`src/rtl/sprite_palette_pkg.sv`:
```
// Shared types and the default colour table for the sprite palette lookup.
package sprite_palette_pkg;

  // Geometry of the built-in default table.
  localparam int unsigned DEF_COLOR_W = 4;
  localparam int unsigned DEF_IDX_W   = 4;
  localparam int unsigned DEF_ENTRIES = 16;

  typedef struct packed {
    logic [DEF_COLOR_W-1:0] r;
    logic [DEF_COLOR_W-1:0] g;
    logic [DEF_COLOR_W-1:0] b;
  } rgb_t;

  typedef enum logic {
    INIT = 1'b0,
    RUN  = 1'b1
  } pal_state_e;

  // {R,G,B} nibbles, loaded into every bank after reset.
  localparam logic [3*DEF_COLOR_W-1:0] DEFAULT_PALETTE [DEF_ENTRIES] = '{
    12'h000, 12'hFFF, 12'hF00, 12'h630,
    12'h0F0, 12'h00F, 12'h084, 12'hFF0,
    12'h0FF, 12'hF0F, 12'h888, 12'hDB9,
    12'h444, 12'hC60, 12'h6CF, 12'hA52
  };

  function automatic rgb_t default_entry(input logic [DEF_IDX_W-1:0] idx);
    return rgb_t'(DEFAULT_PALETTE[idx]);
  endfunction

endpackage

```
`src/rtl/palette_ram.sv`:
```
// Simple dual-port palette storage: one write port, one registered read port.
// Read-during-write to the same address returns the old word; the caller bypasses.
module palette_ram #(
  parameter int unsigned ADDR_W = 6,
  parameter int unsigned DATA_W = 12,
  parameter int unsigned DEPTH  = 64
) (
  input  logic              Clk,
  input  logic              we,
  input  logic [ADDR_W-1:0] waddr,
  input  logic [DATA_W-1:0] wdata,
  input  logic [ADDR_W-1:0] raddr,
  output logic [DATA_W-1:0] rdata
);

  logic [DATA_W-1:0] mem [DEPTH];

  // Write commit and synchronous read.
  always_ff @(posedge Clk) begin
    if (we) begin
      mem[waddr] <= wdata;
    end
    rdata <= mem[raddr];
  end

endmodule

```
`src/rtl/sprite_palette_lut.sv`:
```
// Multi-bank runtime-writable colour lookup with default-palette init,
// two-stage lookup pipeline, transparency flag and brightness dimming.
module sprite_palette_lut
  import sprite_palette_pkg::*;
#(
  parameter int unsigned INDEX_W    = 4,
  parameter int unsigned COLOR_W    = 4,
  parameter int unsigned NUM_PAL    = 4,
  parameter int unsigned TRANSP_IDX = 0,
  localparam int unsigned PAL_W     = (NUM_PAL > 1) ? $clog2(NUM_PAL) : 1
) (
  input  logic                 Clk,
  input  logic                 Reset,
  input  logic                 pix_valid,
  input  logic [PAL_W-1:0]     pix_pal,
  input  logic [INDEX_W-1:0]   pix_index,
  input  logic [1:0]           dim_shift,
  input  logic                 wr_en,
  input  logic [PAL_W-1:0]     wr_pal,
  input  logic [INDEX_W-1:0]   wr_index,
  input  logic [3*COLOR_W-1:0] wr_rgb,
  output logic                 wr_ack,
  output logic                 init_busy,
  output logic                 out_valid,
  output logic                 out_transp,
  output logic [COLOR_W-1:0]   red,
  output logic [COLOR_W-1:0]   green,
  output logic [COLOR_W-1:0]   blue
);

  localparam int unsigned ADDR_W  = PAL_W + INDEX_W;
  localparam int unsigned RGB_W   = 3 * COLOR_W;
  localparam int unsigned NUM_ENT = NUM_PAL << INDEX_W;

  pal_state_e        state_q, state_d;
  logic [ADDR_W-1:0] init_cnt_q, init_cnt_d;

  // Init walks banks b-major/i-minor, which is exactly the linear {bank,index} address.
  always_comb begin
    state_d    = state_q;
    init_cnt_d = init_cnt_q;
    if (state_q == INIT) begin
      init_cnt_d = init_cnt_q + 1'b1;
      if (init_cnt_q == ADDR_W'(NUM_ENT - 1)) begin
        state_d = RUN;
      end
    end
  end

  // FSM and init counter state.
  always_ff @(posedge Clk) begin
    if (Reset) begin
      state_q    <= INIT;
      init_cnt_q <= '0;
    end else begin
      state_q    <= state_d;
      init_cnt_q <= init_cnt_d;
    end
  end

  assign init_busy = (state_q == INIT);

  // Write port arbitration: init loader owns the RAM until RUN.
  rgb_t              def_ent;
  logic [RGB_W-1:0]  init_wdata;
  logic              wr_pal_ok, pix_pal_ok, user_commit;
  logic              ram_we;
  logic [ADDR_W-1:0] ram_waddr, ram_raddr;
  logic [RGB_W-1:0]  ram_wdata, ram_rdata;
  logic [PAL_W-1:0]  rd_bank;

  assign def_ent    = default_entry(DEF_IDX_W'(init_cnt_q[INDEX_W-1:0]));
  assign init_wdata = {COLOR_W'(def_ent.r), COLOR_W'(def_ent.g), COLOR_W'(def_ent.b)};

  // Select write source and sanitise bank numbers.
  always_comb begin
    wr_pal_ok   = 32'(wr_pal) < NUM_PAL;
    pix_pal_ok  = 32'(pix_pal) < NUM_PAL;
    user_commit = !Reset && (state_q == RUN) && wr_en && wr_pal_ok;
    ram_we      = (state_q == INIT) || user_commit;
    ram_waddr   = (state_q == INIT) ? init_cnt_q : {wr_pal, wr_index};
    ram_wdata   = (state_q == INIT) ? init_wdata : wr_rgb;
    rd_bank     = pix_pal_ok ? pix_pal : '0;
    ram_raddr   = {rd_bank, pix_index};
  end

  palette_ram #(
    .ADDR_W(ADDR_W),
    .DATA_W(RGB_W),
    .DEPTH (NUM_ENT)
  ) u_ram (
    .Clk  (Clk),
    .we   (ram_we),
    .waddr(ram_waddr),
    .wdata(ram_wdata),
    .raddr(ram_raddr),
    .rdata(ram_rdata)
  );

  // Write acknowledge pulse, one cycle after the commit edge.
  always_ff @(posedge Clk) begin
    if (Reset) begin
      wr_ack <= 1'b0;
    end else begin
      wr_ack <= user_commit;
    end
  end

  // Stage 1: request side-band plus write-through bypass capture.
  logic               s1_valid_q, s1_init_q, byp_hit_q;
  logic [INDEX_W-1:0] s1_index_q;
  logic [1:0]         s1_dim_q;
  logic [RGB_W-1:0]   byp_data_q;

  // Stage 1 registers alongside the RAM read.
  always_ff @(posedge Clk) begin
    if (Reset) begin
      s1_valid_q <= 1'b0;
      s1_init_q  <= 1'b0;
      s1_index_q <= '0;
      s1_dim_q   <= '0;
      byp_hit_q  <= 1'b0;
      byp_data_q <= '0;
    end else begin
      s1_valid_q <= pix_valid;
      s1_init_q  <= (state_q == INIT);
      s1_index_q <= pix_index;
      s1_dim_q   <= dim_shift;
      byp_hit_q  <= ram_we && (ram_waddr == ram_raddr);
      byp_data_q <= ram_wdata;
    end
  end

  // Stage 2 next-state: pick RAM or bypass data, dim, apply init/idle forcing.
  logic [RGB_W-1:0]   s2_src;
  logic [COLOR_W-1:0] red_d, green_d, blue_d;
  logic               transp_d;

  always_comb begin
    s2_src   = byp_hit_q ? byp_data_q : ram_rdata;
    red_d    = '0;
    green_d  = '0;
    blue_d   = '0;
    transp_d = 1'b0;
    if (s1_valid_q) begin
      if (s1_init_q) begin
        transp_d = 1'b1;
      end else begin
        red_d    = s2_src[3*COLOR_W-1:2*COLOR_W] >> s1_dim_q;
        green_d  = s2_src[2*COLOR_W-1:COLOR_W] >> s1_dim_q;
        blue_d   = s2_src[COLOR_W-1:0] >> s1_dim_q;
        transp_d = (s1_index_q == INDEX_W'(TRANSP_IDX));
      end
    end
  end

  // Stage 2 output registers.
  always_ff @(posedge Clk) begin
    if (Reset) begin
      out_valid  <= 1'b0;
      out_transp <= 1'b0;
      red        <= '0;
      green      <= '0;
      blue       <= '0;
    end else begin
      out_valid  <= s1_valid_q;
      out_transp <= transp_d;
      red        <= red_d;
      green      <= green_d;
      blue       <= blue_d;
    end
  end

endmodule

```
`config.mk`:
```
export PLATFORM = sky130hd
export DESIGN_NAME = sprite_palette_lut
export DESIGN_NICKNAME = d
export VERILOG_FILES = /design/src/rtl/sprite_palette_pkg.sv /design/src/rtl/palette_ram.sv /design/src/rtl/sprite_palette_lut.sv
export SDC_FILE = /design/constraint.sdc
export NUM_CORES = 1
export LEC_CHECK = 0
export BUFFER_PORTS_ARGS = -buffer_cell sky130_fd_sc_hd__buf_4
export CAP_MARGIN = 20
export CELL_PAD_IN_SITES_DETAIL_PLACEMENT = 0
export CELL_PAD_IN_SITES_GLOBAL_PLACEMENT = 2
export CORE_ASPECT_RATIO = 1.75
export CORE_MARGIN = 1
export CORE_UTILIZATION = 45
export CTS_CLUSTER_SIZE = 24
export DETAILED_ROUTE_END_ITERATION = 16
export PLACE_DENSITY_LB_ADDON = 0.1
export SYNTH_ARGS = -nofsm -noshare
export SYNTH_HDL_FRONTEND = slang
export SYNTH_SLANG_ARGS = --single-unit
```
`constraint.sdc`:
```
create_clock -name Clk -period 7 [get_ports Clk]
set_clock_uncertainty 0.2 [all_clocks]
set_input_delay 0.7 -clock Clk [delete_from_list [all_inputs] [get_ports Clk]]
set_output_delay 0.7 -clock Clk [all_outputs]
set_load 0.05 [all_outputs]
```
==> metrics.txt, run 1 <==
# TYPE chip_impl_metric gauge
chip_impl_info{name="status",value="finished, final reports clean"} 1
chip_impl_info{name="rsz0062_at_grt",value="no"} 1
chip_impl_info{name="synth_top_cell_by_area",value="edfxtp_1"} 1
chip_impl_metric{name="pin_count_of_the_biggest_net_entering_global_routing",unit=""} 71
chip_impl_info{name="cts_root_buf",value="clkbuf_16"} 1
chip_impl_info{name="critPathTopFamily",value="compound AO/OA/AOI/OAI gates"} 1
chip_impl_metric{name="power_switching_share",unit=""} 0.226
chip_impl_info{name="worstHoldPathType",value="input pin to flop"} 1
chip_impl_metric{name="place_ws",unit="ps"} 2220
chip_impl_metric{name="finalNetCount",unit=""} 1787
chip_impl_metric{name="placement.io_buffers",unit=""} 45
chip_impl_metric{name="place_area",unit="sq mm"} 0.0342
chip_impl_info{name="timing.critical_path.to_type",value="flop"} 1
chip_impl_metric{name="synth_edf_count",unit=""} 768
chip_impl_metric{name="layoutNonFillerInstCount",unit=""} 2724
chip_impl_metric{name="drtAntennaViolNets",unit=""} 0
chip_impl_metric{name="antenna_found_initial",unit=""} 0
chip_impl_metric{name="max_stage_delay",unit="ps"} 810
chip_impl_metric{name="timing.reg2reg.setup_slack",unit="ps"} 3310
chip_impl_metric{name="track_usage",unit=""} 0.239
chip_impl_metric{name="number_of_clock_buffers_inserted_by_tritoncts",unit=""} 74
chip_impl_metric{name="period_needed",unit="ps"} 3980
chip_impl_metric{name="timing.critical_path.buf_inv",unit=""} 2
chip_impl_metric{name="clkLatencyLatePin",unit="ps"} 630
chip_impl_metric{name="layout_cells_sized_above_1",unit=""} 0.255
chip_impl_metric{name="leakagePower",unit="nW"} 11.8
chip_impl_metric{name="overflow",unit=""} 0
chip_impl_metric{name="max-slew-margin-rel",unit=""} 0.276
chip_impl_info{name="synth.area.top_cells",value="edfxtp_1 71%, mux4_2 13%, dfxtp_1 3.4%, mux4_1 1.5%, nor2_1 1.4%"} 1
chip_impl_info{name="synth_top_family_by_area",value="multiplexers"} 1
chip_impl_metric{name="layout-area-overhead-vs-synth",unit="%"} 13.0
chip_impl_metric{name="post_drt_via_cell_ratio",unit=""} 5.92
chip_impl_info{name="worstHoldStart",value="pix_valid"} 1
chip_impl_metric{name="worstRegToRegCells",unit=""} 7
chip_impl_metric{name="final_hold_viol_count",unit=""} 0
chip_impl_metric{name="worstHoldPathCells",unit=""} 2
chip_impl_metric{name="yosysWarningCount",unit=""} 0
chip_impl_metric{name="grt_first_pass_wirelength",unit="um"} 122000
chip_impl_metric{name="ir_worst_vdd",unit="mV"} 0.232
chip_impl_metric{name="cts_hold_buffers",unit=""} 0
chip_impl_metric{name="syn-instance-count",unit=""} 1631
chip_impl_info{name="postSynth.topFlopCell",value="edfxtp_1"} 1
chip_impl_metric{name="path_clk_slew",unit="ps"} 70
chip_impl_info{name="synth.cells.most_frequent",value="768 x edfxtp_1, 182 x mux4_2, 119 x nor2_1, 70 x nand2_1, 55 x dfxtp_1"} 1
chip_impl_metric{name="worst_pin_slew",unit="ps"} 1070
chip_impl_metric{name="hpwlAfterDp",unit="um"} 52400
chip_impl_metric{name="drt_pre_antenna_iters",unit=""} 5
chip_impl_metric{name="synth-simple-area-share",unit=""} 0.0402
chip_impl_metric{name="max_freq",unit="GHz"} 0.251
chip_impl_metric{name="critical_path_required",unit="ps"} 7250
chip_impl_metric{name="grt_pass1_vias",unit=""} 17000
chip_impl_metric{name="syn-mean-instance-area",unit="sq um"} 19.9
chip_impl_metric{name="drt_iter0_markers",unit=""} 1242
chip_impl_metric{name="totalWireLength",unit="um"} 84200
chip_impl_metric{name="net-switching-power",unit="W"} 0.00238
chip_impl_metric{name="finalWorstSetupSlack",unit="ps"} 3020
chip_impl_info{name="worst_reg2reg_startpoint",value="state_q"} 1
chip_impl_metric{name="synth_seq_area_share",unit=""} 0.746
chip_impl_info{name="rr_endpoint",value="u_ram.mem[46][1]"} 1
chip_impl_metric{name="crit_arrival",unit="ps"} 4230
chip_impl_info{name="slowest_stage",value="o21ai_0"} 1
chip_impl_metric{name="hold_slack",unit="ps"} 109
chip_impl_metric{name="power_frac_comb",unit=""} 0.075
chip_impl_metric{name="ys_ff_latch",unit=""} 823
chip_impl_metric{name="min_period_over_period",unit=""} 0.568
chip_impl_metric{name="detail_route.drc_violations",unit=""} 0
chip_impl_metric{name="sequential_cell_area",unit="sq mm"} 0.0242
chip_impl_metric{name="postLayoutCellArea",unit="sq mm"} 0.0366
chip_impl_metric{name="power_frac_clock",unit=""} 0.393
chip_impl_metric{name="sequentialPowerShare",unit=""} 0.532
chip_impl_metric{name="maxSlewViolCount",unit=""} 0
chip_impl_info{name="cpMostUsedCell",value="o21ai_0"} 1
chip_impl_metric{name="htree_num_levels",unit=""} 3
chip_impl_metric{name="numClockSinks",unit=""} 823
chip_impl_metric{name="post-place-cells",unit=""} 2589
chip_impl_info{name="path_class",value="input pin to flop"} 1
chip_impl_metric{name="ios",unit=""} 46
chip_impl_metric{name="synth_nets",unit=""} 1670
chip_impl_info{name="setup.worst_path.start_class",value="input pin"} 1
chip_impl_metric{name="multi_input_area",unit="sq mm"} 0.00778
chip_impl_metric{name="async_flop_share",unit=""} 0
chip_impl_metric{name="worst-path-max-fanout",unit=""} 70
chip_impl_metric{name="post_synthesis_instance_area",unit="sq mm"} 0.0324
chip_impl_metric{name="core_area",unit="sq mm"} 0.0710
chip_impl_metric{name="die_area",unit="sq mm"} 0.0731
chip_impl_metric{name="synthAdderAreaFrac",unit=""} 0.00348
chip_impl_metric{name="dr_total_vias",unit=""} 16100
chip_impl_metric{name="max_cap_violations",unit=""} 0
chip_impl_metric{name="dieWidth",unit="um"} 205
chip_impl_metric{name="rows",unit=""} 129
chip_impl_metric{name="finalSetupViolations",unit=""} 0
chip_impl_info{name="cp_cell_sequence",value="buf_8 -> buf_4 -> mux4_2 -> o21ai_0 -> a31oi_1 -> o21ai_0 -> o31ai_1"} 1
chip_impl_metric{name="post_synth_xor_area_fraction",unit=""} 0.00324
chip_impl_metric{name="synth.lib_cells_used.distinct",unit=""} 52
chip_impl_metric{name="p_int",unit="W"} 0.00818
chip_impl_metric{name="setup-tns-final",unit="ps"} 0
chip_impl_metric{name="mux_cell_area_share_after_synthesis",unit=""} 0.159
chip_impl_metric{name="detail_route.wl_per_cell",unit="um"} 30.9
chip_impl_info{name="cell_with_the_most_instances_after_synthesis",value="edfxtp_1"} 1
chip_impl_metric{name="cts_buffer_depth",unit=""} 3
chip_impl_info{name="worst_hold_path.endpoint",value="s1_valid_q"} 1
chip_impl_metric{name="initial_utilization",unit=""} 0.456
chip_impl_metric{name="cts.repair.resized",unit=""} 0
chip_impl_metric{name="filler_cell_count",unit=""} 5752
chip_impl_metric{name="die_h",unit="um"} 357
chip_impl_metric{name="cellPowerDensity",unit="mW/mm^2"} 289
chip_impl_metric{name="globalplace.congestion",unit=""} 0.828
chip_impl_info{name="cts_tree",value="done"} 1
chip_impl_metric{name="complex_gate_fraction_of_the_synthesized_area",unit=""} 0.0301
chip_impl_metric{name="netlist.area_leader.share",unit=""} 0.712
chip_impl_metric{name="post_cts.repair.setup_buffers",unit=""} 0
per-layer routing:
metal / routed length (um) / share of wire / track usage / vias up
met5: 0 / 0 / 0 / -
li1: - / - / - / 6865
met3: 3840 / 0.046 / 0.0272 / 101
met2: 45100 / 0.54 / 0.424 / 470
met4: 2310 / 0.027 / 0.0769 / 0
met1: 32900 / 0.39 / 0.303 / 8700
state kept, by name, indices dropped and copies added, names as in the netlist, 2 cells and up:
register and count:
blue 4, byp_data_q 12, green 4, init_cnt_q 6
red 4, s1_dim_q 2, s1_index_q 4, u_ram.mem 768
u_ram.rdata 12
worst reg2reg max path, stage by stage, from the launching register on:
cell and delay, ps:
dfxtp_2 320, buf_4 530, clkinv_1 390, nor3b_1 410
a22o_1 310, nand2_1 350, nor2_1 610, buf_4 280
cells by family after synthesis:
kind of cell,after synthesis
DFF,823
and+or+nand+nor,286
muxes,253
AOI/OAI and AO/OA,146
buffers and inverters,102
xor gates and xnor gates,12
adders and majority gates,9
stage by stage:
step	power, W	util
5_1_grt	0.0109	0.515
2_1_floorplan	0.00618	-
6_report	0.0106	0.515
3_5_place_dp	0.00653	0.481
4_1_cts	0.0107	0.515
3_3_place_gp	0.00651	0.481
area by class of cell:
class,instances,area share
clock inverters,41,0.0122
repair buffers,134,0.0282
multi-input cells,706,0.213
diodes,3,0.000205
well taps,917,0.0313
flip-flops and latches,823,0.660
clock buffers,91,0.0543
inverters,9,0.000923
worst max-delay path by stage:
stage                 endpoint          start  slack (ps)  depth (start not counted)
5_1_grt         u_ram.rdata[8]   pix_index[0]        2850                          7
6_report        u_ram.rdata[8]   pix_index[0]        3020                          7
3_5_place_dp    u_ram.rdata[8]   pix_index[0]        2220                          7
3_3_place_gp    u_ram.rdata[8]   pix_index[0]        2250                          7
4_1_cts         u_ram.rdata[8]   pix_index[0]        2890                          7
2_1_floorplan  u_ram.mem[0][4]  init_cnt_q[1]        2050                          6
power groups by stage:
stage          clock network (W)  registers (W)  logic [W]
5_1_grt                  0.00439        0.00562   0.000843
6_report                 0.00415        0.00562   0.000792
2_1_floorplan                  0        0.00574   0.000442
3_3_place_gp                   0        0.00572   0.000791
4_1_cts                  0.00424        0.00562   0.000810
3_5_place_dp                   0        0.00572   0.000809
cells in the final DEF (no fill, tap or decap), drive strengths merged, types with 7 or more instances in the layout:
| master | instances |
|---|---|
| nand2b | 28 |
| mux2 | 13 |
| inv | 11 |
| o31ai | 14 |
| ha | 9 |
| mux2i | 39 |
| a31oi | 10 |
| dfxtp | 55 |
| mux4 | 201 |
| nor4 | 7 |
| o21ai | 36 |
| nor2b | 34 |
| a311oi | 10 |
| clkbuf | 91 |
| nor2 | 119 |
| nor3 | 8 |
| clkinv | 27 |
| bufinv | 9 |
| xor2 | 7 |
| buf | 134 |
| o221ai | 7 |
| edfxtp | 768 |
| nand2 | 70 |
| a211oi | 24 |
| a21oi | 23 |
Note: power is estimated with default switching activity, not from simulation.
==> run 2, diff against run 1 <==
==> constraint.sdc (replaced) <==
create_clock -name Clk -period 3.94 [get_ports Clk]
set_clock_uncertainty 0.2 [all_clocks]
set_input_delay 0.394 -clock Clk [delete_from_list [all_inputs] [get_ports Clk]]
set_output_delay 0.394 -clock Clk [all_outputs]
set_load 0.05 [all_outputs]
==> run 2 against run 1 <==
Net effect: final cell count increased by 2.4%; hold slack got worse by 63 ps; clock power increased by 81%; largest power group unchanged; global-route usage decreased by 0.28 points; largest cell class unchanged; critical path depth unchanged; first-iteration DRC count decreased by 7.6%; total power increased by 80%; sequential share of layout area decreased by 1.3 points; highest routed layer unchanged; register-to-register slack got worse by 2600 ps; via count increased by 0.12%.
==> metrics.txt, run 2 (synthesis gave the netlist of run 1 again) <==
# TYPE chip_impl_metric gauge
chip_impl_metric{name="crit_arrival",unit="ps"} 3320
chip_impl_metric{name="leakagePower",unit="nW"} 12.2
chip_impl_metric{name="rows",unit=""} 129
chip_impl_metric{name="ir_worst_vdd",unit="mV"} 0.374
chip_impl_metric{name="core_area",unit="sq mm"} 0.0710
chip_impl_info{name="cts_tree",value="done"} 1
chip_impl_info{name="path_class",value="flop to flop"} 1
chip_impl_metric{name="layout_cells_sized_above_1",unit=""} 0.273
chip_impl_metric{name="cts_buffer_depth",unit=""} 3
chip_impl_metric{name="final_hold_viol_count",unit=""} 0
chip_impl_metric{name="finalNetCount",unit=""} 1852
chip_impl_metric{name="finalSetupViolations",unit=""} 0
chip_impl_metric{name="drtAntennaViolNets",unit=""} 0
chip_impl_metric{name="totalWireLength",unit="um"} 82900
chip_impl_metric{name="min_period_over_period",unit=""} 0.810
chip_impl_info{name="cp_cell_sequence",value="inv_1 -> ha_1 -> nor2_1 -> a211oi_1 -> a211oi_1 -> a21oi_4 -> buf_4"} 1
chip_impl_info{name="setup.worst_path.start_class",value="flop"} 1
chip_impl_info{name="worstHoldPathType",value="input pin to flop"} 1
chip_impl_metric{name="pin_count_of_the_biggest_net_entering_global_routing",unit=""} 66
chip_impl_metric{name="cellPowerDensity",unit="mW/mm^2"} 508
chip_impl_metric{name="htree_num_levels",unit=""} 3
chip_impl_metric{name="post_cts.repair.setup_buffers",unit=""} 0
chip_impl_metric{name="initial_utilization",unit=""} 0.456
chip_impl_info{name="status",value="finished, final reports clean"} 1
chip_impl_metric{name="drt_pre_antenna_iters",unit=""} 7
chip_impl_metric{name="detail_route.wl_per_cell",unit="um"} 29.7
chip_impl_metric{name="track_usage",unit=""} 0.236
chip_impl_metric{name="grt_pass1_vias",unit=""} 17000
chip_impl_info{name="layout_commonest_cell",value="edfxtp_1"} 1
chip_impl_metric{name="filler_cell_count",unit=""} 5683
chip_impl_metric{name="overflow",unit=""} 0
chip_impl_metric{name="met2_usage",unit=""} 0.421
chip_impl_metric{name="max-slew-margin-rel",unit=""} 0.330
chip_impl_info{name="cts_root_buf",value="clkbuf_16"} 1
chip_impl_metric{name="cts.repair.resized",unit=""} 0
chip_impl_metric{name="max_cap_violations",unit=""} 0
chip_impl_metric{name="worst_pin_slew",unit="ps"} 1000
chip_impl_metric{name="hold_slack",unit="ps"} 45.9
chip_impl_metric{name="worst-path-max-fanout",unit=""} 36
chip_impl_metric{name="drt_iter0_markers",unit=""} 1147
chip_impl_info{name="mostFrequentLayoutCells",value="768 x edfxtp_1, 182 x mux4_2, 176 x buf_4"} 1
chip_impl_metric{name="sequential_cell_area",unit="sq mm"} 0.0242
chip_impl_metric{name="timing.reg2reg.setup_slack",unit="ps"} 750
chip_impl_metric{name="layout-area-overhead-vs-synth",unit="%"} 15.2
chip_impl_metric{name="max_freq",unit="GHz"} 0.313
chip_impl_info{name="slowest_stage",value="dfxtp_1"} 1
chip_impl_metric{name="finish.utilization",unit=""} 0.525
chip_impl_metric{name="clkLatencyLatePin",unit="ps"} 640
chip_impl_metric{name="antenna_found_initial",unit=""} 5
chip_impl_metric{name="max_stage_delay",unit="ps"} 690
chip_impl_info{name="timing.critical_path.to_type",value="flop"} 1
chip_impl_info{name="cpMostUsedCell",value="a211oi_1"} 1
chip_impl_metric{name="dr_total_vias",unit=""} 16200
chip_impl_metric{name="path_clk_slew",unit="ps"} 60
chip_impl_metric{name="placement.io_buffers",unit=""} 45
chip_impl_metric{name="globalRouteMet3Util",unit=""} 0.0319
chip_impl_metric{name="antenna-diode-count",unit=""} 0
chip_impl_metric{name="hpwlAfterDp",unit="um"} 54200
chip_impl_metric{name="ios",unit=""} 46
chip_impl_info{name="regs_by_ff_count",value="u_ram.mem x768, byp_data_q x12, u_ram.rdata x12"} 1
chip_impl_metric{name="maxSlewViolCount",unit=""} 0
chip_impl_metric{name="die_h",unit="um"} 357
chip_impl_metric{name="grt_first_pass_wirelength",unit="um"} 120000
chip_impl_metric{name="numClockSinks",unit=""} 823
chip_impl_info{name="critPathTopFamily",value="compound AO/OA/AOI/OAI gates"} 1
chip_impl_metric{name="critical_path_required",unit="ps"} 4060
chip_impl_metric{name="detail_route.drc_violations",unit=""} 0
chip_impl_metric{name="largest_register_ff_count",unit=""} 768
chip_impl_info{name="busiest_layer",value="met2"} 1
chip_impl_metric{name="timing.critical_path.buf_inv",unit=""} 2
chip_impl_metric{name="dieWidth",unit="um"} 205
chip_impl_metric{name="die_area",unit="sq mm"} 0.0731
chip_impl_metric{name="multi_input_area",unit="sq mm"} 0.00776
chip_impl_metric{name="globalplace.congestion",unit=""} 0.801
chip_impl_metric{name="number_of_clock_buffers_inserted_by_tritoncts",unit=""} 76
chip_impl_metric{name="post_drt_via_cell_ratio",unit=""} 5.79
chip_impl_info{name="rsz0062_at_grt",value="no"} 1
chip_impl_info{name="largest-register",value="u_ram.mem"} 1
chip_impl_metric{name="grt_util_met1",unit=""} 0.291
chip_impl_metric{name="period_needed",unit="ps"} 3190
-- run 2: cell count changes in the layout (fill, tap and decap cells not counted), moves of 2 or more --
cell           previous run  this run
clkinvlp_4                3         1
dlygate4sd3_1             0         5
inv_6                     4         2
clkinv_8                  0         3
clkbuf_1                 11        18
diode_2                   3         0
nor2_2                    8         0
clkinv_1                 15        12
buf_4                   131       176
buf_12                    1        14
nor2_1                  111       119
-- run 2: worst paths after layout --
| path | start | to | depth (start not counted) |
|---|---|---|---|
| max | init_cnt_q[1] | u_ram.mem[7][2] | 7 |
| min | wr_rgb[0] | u_ram.mem[35][0] | 3 |
| max reg2reg | init_cnt_q[1] | u_ram.mem[7][2] | 7 |
| min reg2reg | s1_init_q | out_transp | 1 |
-- run 2: stage by stage --
| stage | cells | instance area (sq um) | total power, W | setup slack, ps | TNS, ps |
|---|---|---|---|---|---|
| 2_1_floorplan | 1631 | 32400 | 0.0110 | -1010 | -130600 |
| 3_3_place_gp | 2646 | 34700 | 0.0116 | 705 | 0 |
| 3_5_place_dp | 2646 | 34700 | 0.0117 | 700 | 0 |
| 4_1_cts | 2788 | 37300 | 0.0192 | 721 | 0 |
| 5_1_grt | 2789 | 37300 | 0.0195 | 535 | 0 |
| 6_report | 2789 | 37300 | 0.0190 | 747 | 0 |
-- run 2: metal layers --
metal	vias to the layer above	part of all wire
met5	-	0
met4	0	0.030
met3	115	0.044
met2	435	0.54
met1	8593	0.39
li1	7012	-
-- run 2: repair_timing --
item | 4_1_cts | 5_1_grt
endpoints found under the setup margin | 0 | 0
hold buffers | 5 | 0
hold endpoints to repair | 4 | 0
-- run 2: report_power, final --
group	total, W	internal [W]	leakage [nW]	switching [W]
clock network	0.00753	0.00433	1.23	0.00320
logic	0.00145	0.000486	3.51	0.000969
registers	0.00998	0.00993	7.44	0.0000578
total	0.0190	0.0147	12.2	0.00423
-- run 2: final cells by class --
type | instances | area share
Tap cell | 917 | 0.0307
Inverter | 9 | 0.000905
Sequential cell | 823 | 0.648
Timing Repair Buffer | 197 | 0.0451
Multi-Input combinational cell | 706 | 0.208
Clock buffer | 99 | 0.0546
Clock inverter | 38 | 0.0130
-- run 2: worst register-to-register path, stage by stage (launching register included) --
cell,delay [ps]
dfxtp_1,690
inv_1,260
ha_1,340
nor2_1,250
a211oi_1,80
a211oi_1,490
a21oi_4,190
buf_4,330
